--- src/rtl/aes_8to128_rx_pkg.sv ---
// Shared constants and state encoding for the 8-to-128 AES result reassembler.
package aes_8to128_rx_pkg;

  localparam int RX_NBYTES  = 16;
  localparam int RX_BLK_W   = 8 * RX_NBYTES;
  localparam int RX_TIMEOUT = 255;

  typedef enum logic {
    ST_IDLE    = 1'b0,
    ST_COLLECT = 1'b1
  } rx_state_e;

endpackage

--- src/rtl/aes_rx_gap_timer.sv ---
// Idle-gap counter for an in-progress frame; pulses tmo_o on the idle cycle
// that brings the gap up to TIMEOUT.
module aes_rx_gap_timer #(
  parameter int TIMEOUT = 255
) (
  input  logic clk_i,
  input  logic rst_i,
  input  logic clr_i,
  input  logic en_i,
  output logic tmo_o
);

  localparam int            GW      = $clog2(TIMEOUT + 1);
  localparam logic [GW-1:0] GAP_MAX = GW'(TIMEOUT);
  localparam logic [GW-1:0] TMO_AT  = GW'(TIMEOUT - 1);

  logic [GW-1:0] gap_q, gap_d;

  // next gap value: clear wins, otherwise count up and saturate
  always_comb begin
    gap_d = gap_q;
    if (clr_i) begin
      gap_d = '0;
    end else if (en_i && (gap_q != GAP_MAX)) begin
      gap_d = gap_q + GW'(1);
    end else begin
      gap_d = gap_q;
    end
  end

  // gap register
  always_ff @(posedge clk_i) begin
    if (rst_i) begin
      gap_q <= '0;
    end else begin
      gap_q <= gap_d;
    end
  end

  assign tmo_o = en_i & ~clr_i & (gap_q >= TMO_AT);

endmodule

--- src/rtl/aes_8to128_rx.sv ---
// Reassembles a start-framed 8-bit byte stream into NBYTES-wide blocks and
// holds each block on a valid/ready output register with sticky error flags.
module aes_8to128_rx
  import aes_8to128_rx_pkg::*;
#(
  parameter int NBYTES    = RX_NBYTES,
  parameter int TIMEOUT   = RX_TIMEOUT,
  parameter bit MSB_FIRST = 1'b1
) (
  input  logic                       clk_i,
  input  logic                       rst_i,
  input  logic                       start_i,
  input  logic [7:0]                 byte_in_i,
  input  logic                       byte_vld_i,
  output logic [8*NBYTES-1:0]        blk_out_o,
  output logic                       blk_vld_o,
  input  logic                       blk_rdy_i,
  output logic                       busy_o,
  output logic [$clog2(NBYTES)-1:0]  byte_cnt_o,
  output logic                       err_tmo_o,
  output logic                       err_ovf_o,
  input  logic                       err_clr_i
);

  localparam int               BW       = 8 * NBYTES;
  localparam int               CNT_W    = $clog2(NBYTES);
  localparam logic [CNT_W-1:0] LAST_IDX = CNT_W'(NBYTES - 1);

  rx_state_e        state_q, state_d;
  logic [BW-1:0]    sr_q, sr_d;
  logic [BW-1:0]    blk_q, blk_d;
  logic             vld_q, vld_d;
  logic [CNT_W-1:0] cnt_q, cnt_d;
  logic             err_tmo_q, err_tmo_d;
  logic             err_ovf_q, err_ovf_d;
  logic             done_s, tmo_evt_s, ovf_evt_s;
  logic             gap_en_s, gap_tmo_s;

  function automatic logic [BW-1:0] shift_in(input logic [BW-1:0] sr, input logic [7:0] b);
    if (MSB_FIRST) begin
      return {sr[BW-9:0], b};
    end else begin
      return {b, sr[BW-1:8]};
    end
  endfunction

  // gap only counts idle COLLECT cycles; any byte, start or leaving COLLECT clears it
  assign gap_en_s = (state_q == ST_COLLECT) & ~start_i & ~byte_vld_i;

  aes_rx_gap_timer #(
    .TIMEOUT (TIMEOUT)
  ) u_gap_timer (
    .clk_i (clk_i),
    .rst_i (rst_i),
    .clr_i (~gap_en_s),
    .en_i  (gap_en_s),
    .tmo_o (gap_tmo_s)
  );

  // frame FSM, shift register, output register and error flags
  always_comb begin
    state_d   = state_q;
    sr_d      = sr_q;
    cnt_d     = cnt_q;
    blk_d     = blk_q;
    vld_d     = vld_q;
    done_s    = 1'b0;
    tmo_evt_s = 1'b0;
    ovf_evt_s = 1'b0;

    if (start_i) begin
      // start in any state (re)opens a frame; a coincident byte is byte 0
      state_d = ST_COLLECT;
      if (byte_vld_i) begin
        sr_d  = shift_in('0, byte_in_i);
        cnt_d = CNT_W'(1);
      end else begin
        sr_d  = '0;
        cnt_d = '0;
      end
    end else begin
      case (state_q)
        ST_IDLE: begin
          state_d = ST_IDLE;
        end
        ST_COLLECT: begin
          if (byte_vld_i) begin
            sr_d = shift_in(sr_q, byte_in_i);
            if (cnt_q == LAST_IDX) begin
              done_s  = 1'b1;
              state_d = ST_IDLE;
              cnt_d   = '0;
            end else begin
              cnt_d = cnt_q + CNT_W'(1);
            end
          end else if (gap_tmo_s) begin
            tmo_evt_s = 1'b1;
            state_d   = ST_IDLE;
            cnt_d     = '0;
          end else begin
            state_d = ST_COLLECT;
          end
        end
        default: begin
          state_d = ST_IDLE;
          cnt_d   = '0;
        end
      endcase
    end

    if (done_s) begin
      if (!vld_q || blk_rdy_i) begin
        blk_d = sr_d;
        vld_d = 1'b1;
      end else begin
        ovf_evt_s = 1'b1;
      end
    end else if (vld_q && blk_rdy_i) begin
      vld_d = 1'b0;
    end else begin
      vld_d = vld_q;
    end

    err_tmo_d = (err_tmo_q & ~err_clr_i) | tmo_evt_s;
    err_ovf_d = (err_ovf_q & ~err_clr_i) | ovf_evt_s;
  end

  // state and datapath registers
  always_ff @(posedge clk_i) begin
    if (rst_i) begin
      state_q   <= ST_IDLE;
      sr_q      <= '0;
      blk_q     <= '0;
      vld_q     <= 1'b0;
      cnt_q     <= '0;
      err_tmo_q <= 1'b0;
      err_ovf_q <= 1'b0;
    end else begin
      state_q   <= state_d;
      sr_q      <= sr_d;
      blk_q     <= blk_d;
      vld_q     <= vld_d;
      cnt_q     <= cnt_d;
      err_tmo_q <= err_tmo_d;
      err_ovf_q <= err_ovf_d;
    end
  end

  assign blk_out_o  = blk_q;
  assign blk_vld_o  = vld_q;
  assign busy_o     = (state_q == ST_COLLECT);
  assign byte_cnt_o = cnt_q;
  assign err_tmo_o  = err_tmo_q;
  assign err_ovf_o  = err_ovf_q;

endmodule

--- config.mk ---
export PLATFORM = sky130hd
export DESIGN_NAME = aes_8to128_rx
export DESIGN_NICKNAME = d
export VERILOG_FILES = /design/src/rtl/aes_8to128_rx_pkg.sv /design/src/rtl/aes_rx_gap_timer.sv /design/src/rtl/aes_8to128_rx.sv
export SDC_FILE = /design/constraint.sdc
export NUM_CORES = 1
export LEC_CHECK = 0
export ABC_CLOCK_PERIOD_IN_PS = 3800
export CAP_MARGIN = 5
export CORE_UTILIZATION = 45
export CTS_CLUSTER_DIAMETER = 40
export CTS_CLUSTER_SIZE = 20
export DETAILED_ROUTE_END_ITERATION = 12
export DONT_BUFFER_PORTS = 1
export SYNTH_ARGS = -nofsm -noshare
export SYNTH_HDL_FRONTEND = slang
export SYNTH_SLANG_ARGS = --single-unit
export TNS_END_PERCENT = 1
--- constraint.sdc ---
create_clock -name clk_i -period 3.8 [get_ports clk_i]
set_input_delay 0.76 -clock clk_i [delete_from_list [all_inputs] [get_ports clk_i]]
set_output_delay 0.76 -clock clk_i [all_outputs]
set_load 0.03 [all_outputs]
==> impl_metrics.env, run 1 <==
export IMPL_worstPathMaxFanout=77
export IMPL_antenna_cells=0
export IMPL_wl_per_cell_um=16.4
export IMPL_clock_latency_ns=0.51
export IMPL_area_growth_pct=13.3
export IMPL_setup_tns_ns=0
export IMPL_antenna_found_initial=0
export IMPL_dp_slack_ns=1.10
export IMPL_mostFrequentLayoutCell="dfxtp_1"
export IMPL_finalPower_w=0.00656
export IMPL_yosysWarnings=0
export IMPL_ant_nets=0
export IMPL_final_cell_mix="272 x dfxtp_1, 129 x nand2_1, 127 x a21oi_1"
export IMPL_cts_root_buf="clkbuf_16"
export IMPL_finalMaxSlewViolations=0
export IMPL_postSynthAreaPerCell_um2=9.33
export IMPL_p_switching_w=0.00131
export IMPL_clk_pin_slew_ns=0.05
export IMPL_numPortBuffers=0
export IMPL_status="finished, violations left"
export IMPL_grt_pass1_wl_mm=36.1
export IMPL_wirelength_mm=21.9
export IMPL_critPathArrivalTime_ns=3.13
export IMPL_post_cts_setup_buffers=0
export IMPL_p_int_w=0.00524
export IMPL_cts_buffer_depth=3
export IMPL_synth_cell_types=32
export IMPL_core_um2=22000
export IMPL_slowest_delay_ns=0.78
export IMPL_synth_ff_type="dfxtp_1"
export IMPL_cp_depth=6
export IMPL_synth_edf_count=0
export IMPL_htreeDepth=2
export IMPL_die_x_um=152
export IMPL_worst_ep_required_time_ns=4.23
export IMPL_numCtsBuffers=37
export IMPL_fin_util_pct=52.3
export IMPL_groute_layer_met3_usage_pct=5.99
export IMPL_crit_chain="ha_1 -> nand2_1 -> or4_4 -> buf_12 -> or3_1 -> a21oi_1"
export IMPL_rsz0062_at_grt="false"
export IMPL_ys_ff_latch=272
export IMPL_crit_path_start_kind="flop"
export IMPL_min_path_type="in -> reg"
export IMPL_cts_repair_resized=0
export IMPL_grt_util_met2_pct=27.5
export IMPL_via_count=7237
export IMPL_grt_ovfl_total=0
export IMPL_synth_nets=1103
export IMPL_drtIter0Drc=544
export IMPL_globalplace_congestion=0.722
export IMPL_path_delay_family="simple AND/OR/NAND/NOR gates"
export IMPL_power_density_nw_per_um2=571
export IMPL_end_kind="flop"
export IMPL_worst_slack_ns=1.10
export IMPL_max_slew_worst_pin_slew_ns=0.717
export IMPL_cap_viol_max_count=0
export IMPL_reg2reg_depth=6
export IMPL_die_height_um=152
export IMPL_timing_final_crit_share_pct=71.0
export IMPL_rows=54
export IMPL_max_freq_mhz=370
export IMPL_hold_depth=1
export IMPL_grt_max_degree=264
export IMPL_drt_pass1_iter_count=9
export IMPL_async_flop_share_pct=0
export IMPL_grt_pass1_vias=6740
export IMPL_drive_above_1_share_pct=6.99
export IMPL_netlist_area_um2=10100
export IMPL_power_frac_comb_pct=1.3
export IMPL_period_needed_ns=2.70
export IMPL_drc_errors=26
export IMPL_worstSetupPathType="reg -> reg"
export IMPL_viasPerCell=5.41
export IMPL_maxSlewHeadroom_pct=52.2
export IMPL_setup_viol=0
export IMPL_violations="DRC"
export IMPL_hold_violations=0
export IMPL_grt_busiest_layer="met2"
export IMPL_grt_met1_usage_pct=26.7
export IMPL_crit_buf_inv=1
export IMPL_seqPwrFrac_pct=43.8
export IMPL_fin_skew_ns=0.0152
export IMPL_cts_tree="built"
export IMPL_power_switching_share_pct=20.0
export IMPL_layout_nets=1048
export IMPL_dp_hpwl_mm=12.7
export IMPL_worst_path_max_delay_cell="or4_4"
export IMPL_clock_sinks=272
export IMPL_io_pins=150
export IMPL_synth_seq_area_share_pct=53.7
export IMPL_cts_hold_buf=0
export IMPL_initial_core_util_pct=46.1
export IMPL_syn_inst=1086
export IMPL_max_vdd_ir_drop_mv=0.270
export IMPL_p_leak_nw=3.65
export IMPL_die_area_um2=23100
export IMPL_p_clk_share_pct=54.9
export IMPL_grt_use_total_pct=19.0
## per-layer routing
layer | part of all wire (%) | vias up | routed length [µm]
li1 | - | 3729 | -
met1 | 48 | 3317 | 10600
met2 | 43 | 160 | 9340
met3 | 7.7 | 31 | 1680
met4 | 1.6 | 0 | 352
met5 | 0 | - | 0
## cells by family (layout without fill, tap and decap cells)
kind of cell	Yosys count	in the layout	synth area share, %
fa+ha+maj	3	3	0.371
xor+xnor	3	3	0.259
simple gates	424	424	20.8
buf+inv	103	75	4.41
flops	272	272	53.7
mux	121	121	12.0
compound gates	160	160	8.50
## layout make-up
class,instances,area [µm²]
sequential,272,5450
clock inverter,16,239
fill,2033,10500
timing repair buffer,7,103
clock buffer,50,1080
inverter,2,7.51
multi-input combinational,711,4250
tap,280,350
## through the flow
| step | area, µm² | hold slack (ns) | cells |
|---|---|---|---|
| 2_1_floorplan | 10100 | 0.455 | 1086 |
| 3_3_place_gp | 10200 | 0.478 | 1272 |
| 3_5_place_dp | 10200 | 0.481 | 1272 |
| 4_1_cts | 11500 | 0.320 | 1338 |
| 5_1_grt | 11500 | 0.305 | 1338 |
| 6_report | 11500 | 0.339 | 1338 |
## final timing paths
kind / from / end / slack (ns)
max: byte_cnt_o[0] / blk_out_o[67] / 1.10
min: rst_i / blk_out_o[1] / 0.34
max reg2reg: byte_cnt_o[0] / blk_out_o[67] / 1.10
min reg2reg: u_gap_timer.gap_q[7] / u_gap_timer.gap_q[7] / 0.49
## cell usage after synthesis (all sizes together) (3+ instances only)
master | count | area (µm²)
dfxtp | 272 | 5450
nand2 | 129 | 484
a21oi | 127 | 636
nor3 | 123 | 616
mux2i | 121 | 1210
or3 | 120 | 751
clkbuf | 78 | 293
nor2 | 30 | 113
buf | 23 | 146
a211oi | 11 | 82.6
a22oi | 8 | 60.1
o21ai | 7 | 35.0
a31oi | 5 | 31.3
nand3 | 5 | 30.0
and3 | 3 | 18.8
ha | 3 | 37.5
nand4 | 3 | 18.8
nor2b | 3 | 18.8
xnor2 | 3 | 26.3
## state kept, by name (all words and copies together), names as in the netlist
name and flops:
blk_out_o 128, sr_q 128, byte_cnt_o 4, blk_vld_o 1, err_ovf_o 1, err_tmo_o 1
busy_o 1, u_gap_timer.gap_q 8
## power groups by stage
stage / Clock (W) / Combinational (W) / Sequential [W]
final: 0.00360 / 0.0000850 / 0.00287
after global routing: 0.00381 / 0.0000909 / 0.00287
after CTS: 0.00369 / 0.0000862 / 0.00287
after detailed placement: 0 / 0.0000859 / 0.00293
after global placement: 0 / 0.0000854 / 0.00293
after floorplan: 0 / 0.000139 / 0.00293
## worst register-to-register path: stages, from the launching register on
cell,delay (ns)
dfxtp_1,0.59
ha_1,0.30
nand2_1,0.12
or4_4,0.78
buf_12,0.30
or3_1,0.41
a21oi_1,0.12
Power figures use the tool's default switching activity.
==> run 2: changes to the inputs <==
--- a/config.mk
+++ b/config.mk
@@ -5,7 +5,7 @@
 export SDC_FILE = /design/constraint.sdc
 export NUM_CORES = 1
 export LEC_CHECK = 0
-export ABC_CLOCK_PERIOD_IN_PS = 3800
+export ABC_CLOCK_PERIOD_IN_PS = 2750
 export CAP_MARGIN = 5
 export CORE_UTILIZATION = 45
 export CTS_CLUSTER_DIAMETER = 40
==> constraint.sdc (replaced) <==
create_clock -name clk_i -period 2.75 [get_ports clk_i]
set_input_delay 0.55 -clock clk_i [delete_from_list [all_inputs] [get_ports clk_i]]
set_output_delay 0.55 -clock clk_i [all_outputs]
set_load 0.03 [all_outputs]
==> impl_metrics.env, run 2 (synthesized netlist as in run 1, its figures left out) <==
export IMPL_via_count=7291
export IMPL_core_um2=22000
export IMPL_violations="DRC"
export IMPL_grt_use_total_pct=18.6
export IMPL_maxSlewHeadroom_pct=44.3
export IMPL_drt_pass1_iter_count=9
export IMPL_globalplace_congestion=0.762
export IMPL_crit_path_start_kind="flop"
export IMPL_slowest_delay_ns=0.72
export IMPL_cts_hold_buf=0
export IMPL_drive_above_1_share_pct=7.15
export IMPL_die_x_um=152
export IMPL_finalMaxSlewViolations=0
export IMPL_io_pins=150
export IMPL_numPortBuffers=0
export IMPL_drc_errors=26
export IMPL_drtIter0Drc=467
export IMPL_fillers=2019
export IMPL_cap_viol_max_count=0
export IMPL_fin_hold_ws_ns=0.121
export IMPL_min_path_type="in -> reg"
export IMPL_end_kind="flop"
export IMPL_status="finished, violations left"
export IMPL_hp_start="rst_i"
export IMPL_die_area_um2=23100
export IMPL_clock_latency_ns=0.50
export IMPL_r2r_setup_slack_ns=0.41
export IMPL_power_density_nw_per_um2=738
export IMPL_multi_input_area_um2=4250
export IMPL_fin_skew_ns=0.0122
export IMPL_antenna_found_initial=0
export IMPL_clock_sinks=272
export IMPL_antenna_cells=0
export IMPL_cts_buffer_depth=3
export IMPL_cts_tree="built"
export IMPL_max_vdd_ir_drop_mv=0.371
export IMPL_ant_nets=0
export IMPL_max_slew_worst_pin_slew_ns=0.836
export IMPL_dp_hpwl_mm=13.0
export IMPL_hold_violations=0
export IMPL_cts_root_buf="clkbuf_16"
export IMPL_die_height_um=152
export IMPL_numCtsBuffers=35
export IMPL_worstSetupPathType="reg -> reg"
export IMPL_crit_buf_inv=1
export IMPL_r2r_start="byte_cnt_o[0]"
export IMPL_worstPathMaxFanout=63
export IMPL_post_cts_setup_buffers=0
export IMPL_worst_ep_required_time_ns=3.15
export IMPL_fin_util_pct=51.9
export IMPL_period_needed_ns=2.34
export IMPL_grt_ovfl_total=0
export IMPL_critPathLaunch="byte_cnt_o[0]"
export IMPL_setup_tns_ns=0
export IMPL_timing_final_crit_share_pct=85.0
export IMPL_worst_path_max_delay_cell="or4_4"
export IMPL_critPathArrivalTime_ns=2.73
export IMPL_seq_area_um2=5450
export IMPL_rsz0062_at_grt="false"
export IMPL_final_cell_mix="272 x dfxtp_1, 129 x nand2_1, 127 x a21oi_1"
export IMPL_mostFrequentLayoutCell="dfxtp_1"
export IMPL_crit_chain="ha_1 -> nand2_1 -> or4_4 -> buf_12 -> or3_1 -> a21oi_1"
export IMPL_layout_nets=1054
export IMPL_path_delay_family="simple AND/OR/NAND/NOR gates"
export IMPL_p_leak_nw=3.62
export IMPL_cts_repair_resized=0
export IMPL_grt_pass1_vias=6781
export IMPL_setup_viol=0
export IMPL_wirelength_mm=21.9
export IMPL_initial_core_util_pct=46.1
export IMPL_clk_pin_slew_ns=0.05
export IMPL_grt_pass1_wl_mm=35.5
export IMPL_grt_max_degree=264
export IMPL_rows=54
export IMPL_area_growth_pct=12.4
export IMPL_viasPerCell=5.43
export IMPL_max_freq_mhz=428
export IMPL_wl_per_cell_um=16.3
export IMPL_htreeDepth=2
## run 2: final timing paths
| kind | to | depth (start not counted) |
|---|---|---|
| max | blk_out_o[113] | 6 |
| min | blk_out_o[8] | 1 |
| max reg2reg | blk_out_o[113] | 6 |
| min reg2reg | u_gap_timer.gap_q[7] | 2 |
## run 2: cell type report
| class | count | share of cell area [%] |
|---|---|---|
| tap | 280 | 3.08 |
| multi-input combinational | 711 | 37.3 |
| sequential | 272 | 47.8 |
| timing repair buffer | 15 | 1.87 |
| inverter | 2 | 0.0659 |
| clock buffer | 48 | 8.65 |
| clock inverter | 15 | 1.21 |
## run 2: where the power goes
group / total, W / leakage [nW] / switching, W / internal (W)
sequential: 0.00396 / 2.19 / 0.00000679 / 0.00395
combinational: 0.000138 / 0.882 / 0.0000744 / 0.0000635
clock: 0.00431 / 0.550 / 0.00168 / 0.00263
total: 0.00841 / 3.62 / 0.00176 / 0.00665
## run 2: routing by layer
layer	up-vias	part of all wire [%]	wire length (µm)	track usage, %
met4	0	1.4	315	5.10
met3	24	7.2	1580	5.79
li1	3725	-	-	-
met5	-	0	0	0
met1	3386	48	10600	26.4
met2	156	43	9440	27.1
## run 2: worst register-to-register path, delay by kind of cell, from the launching register on
kind	cells	cell delay, ns
and+or+nand+nor	3	1.27
DFF	1	0.33
buffers and inverters	1	0.28
adders and majority gates	1	0.23
AOI/OAI and AO/OA	1	0.14
## run 2: per-stage QoR
stage | worst slack, ns | total power, W | instance area [µm²] | instances
final | 0.413 | 0.00841 | 11400 | 1343
after global routing | 0.243 | 0.00869 | 11400 | 1343
after CTS | 0.441 | 0.00853 | 11400 | 1343
after detailed placement | 0.449 | 0.00418 | 10300 | 1280
after global placement | 0.486 | 0.00418 | 10300 | 1280
after floorplan | 0.441 | 0.00424 | 10100 | 1086
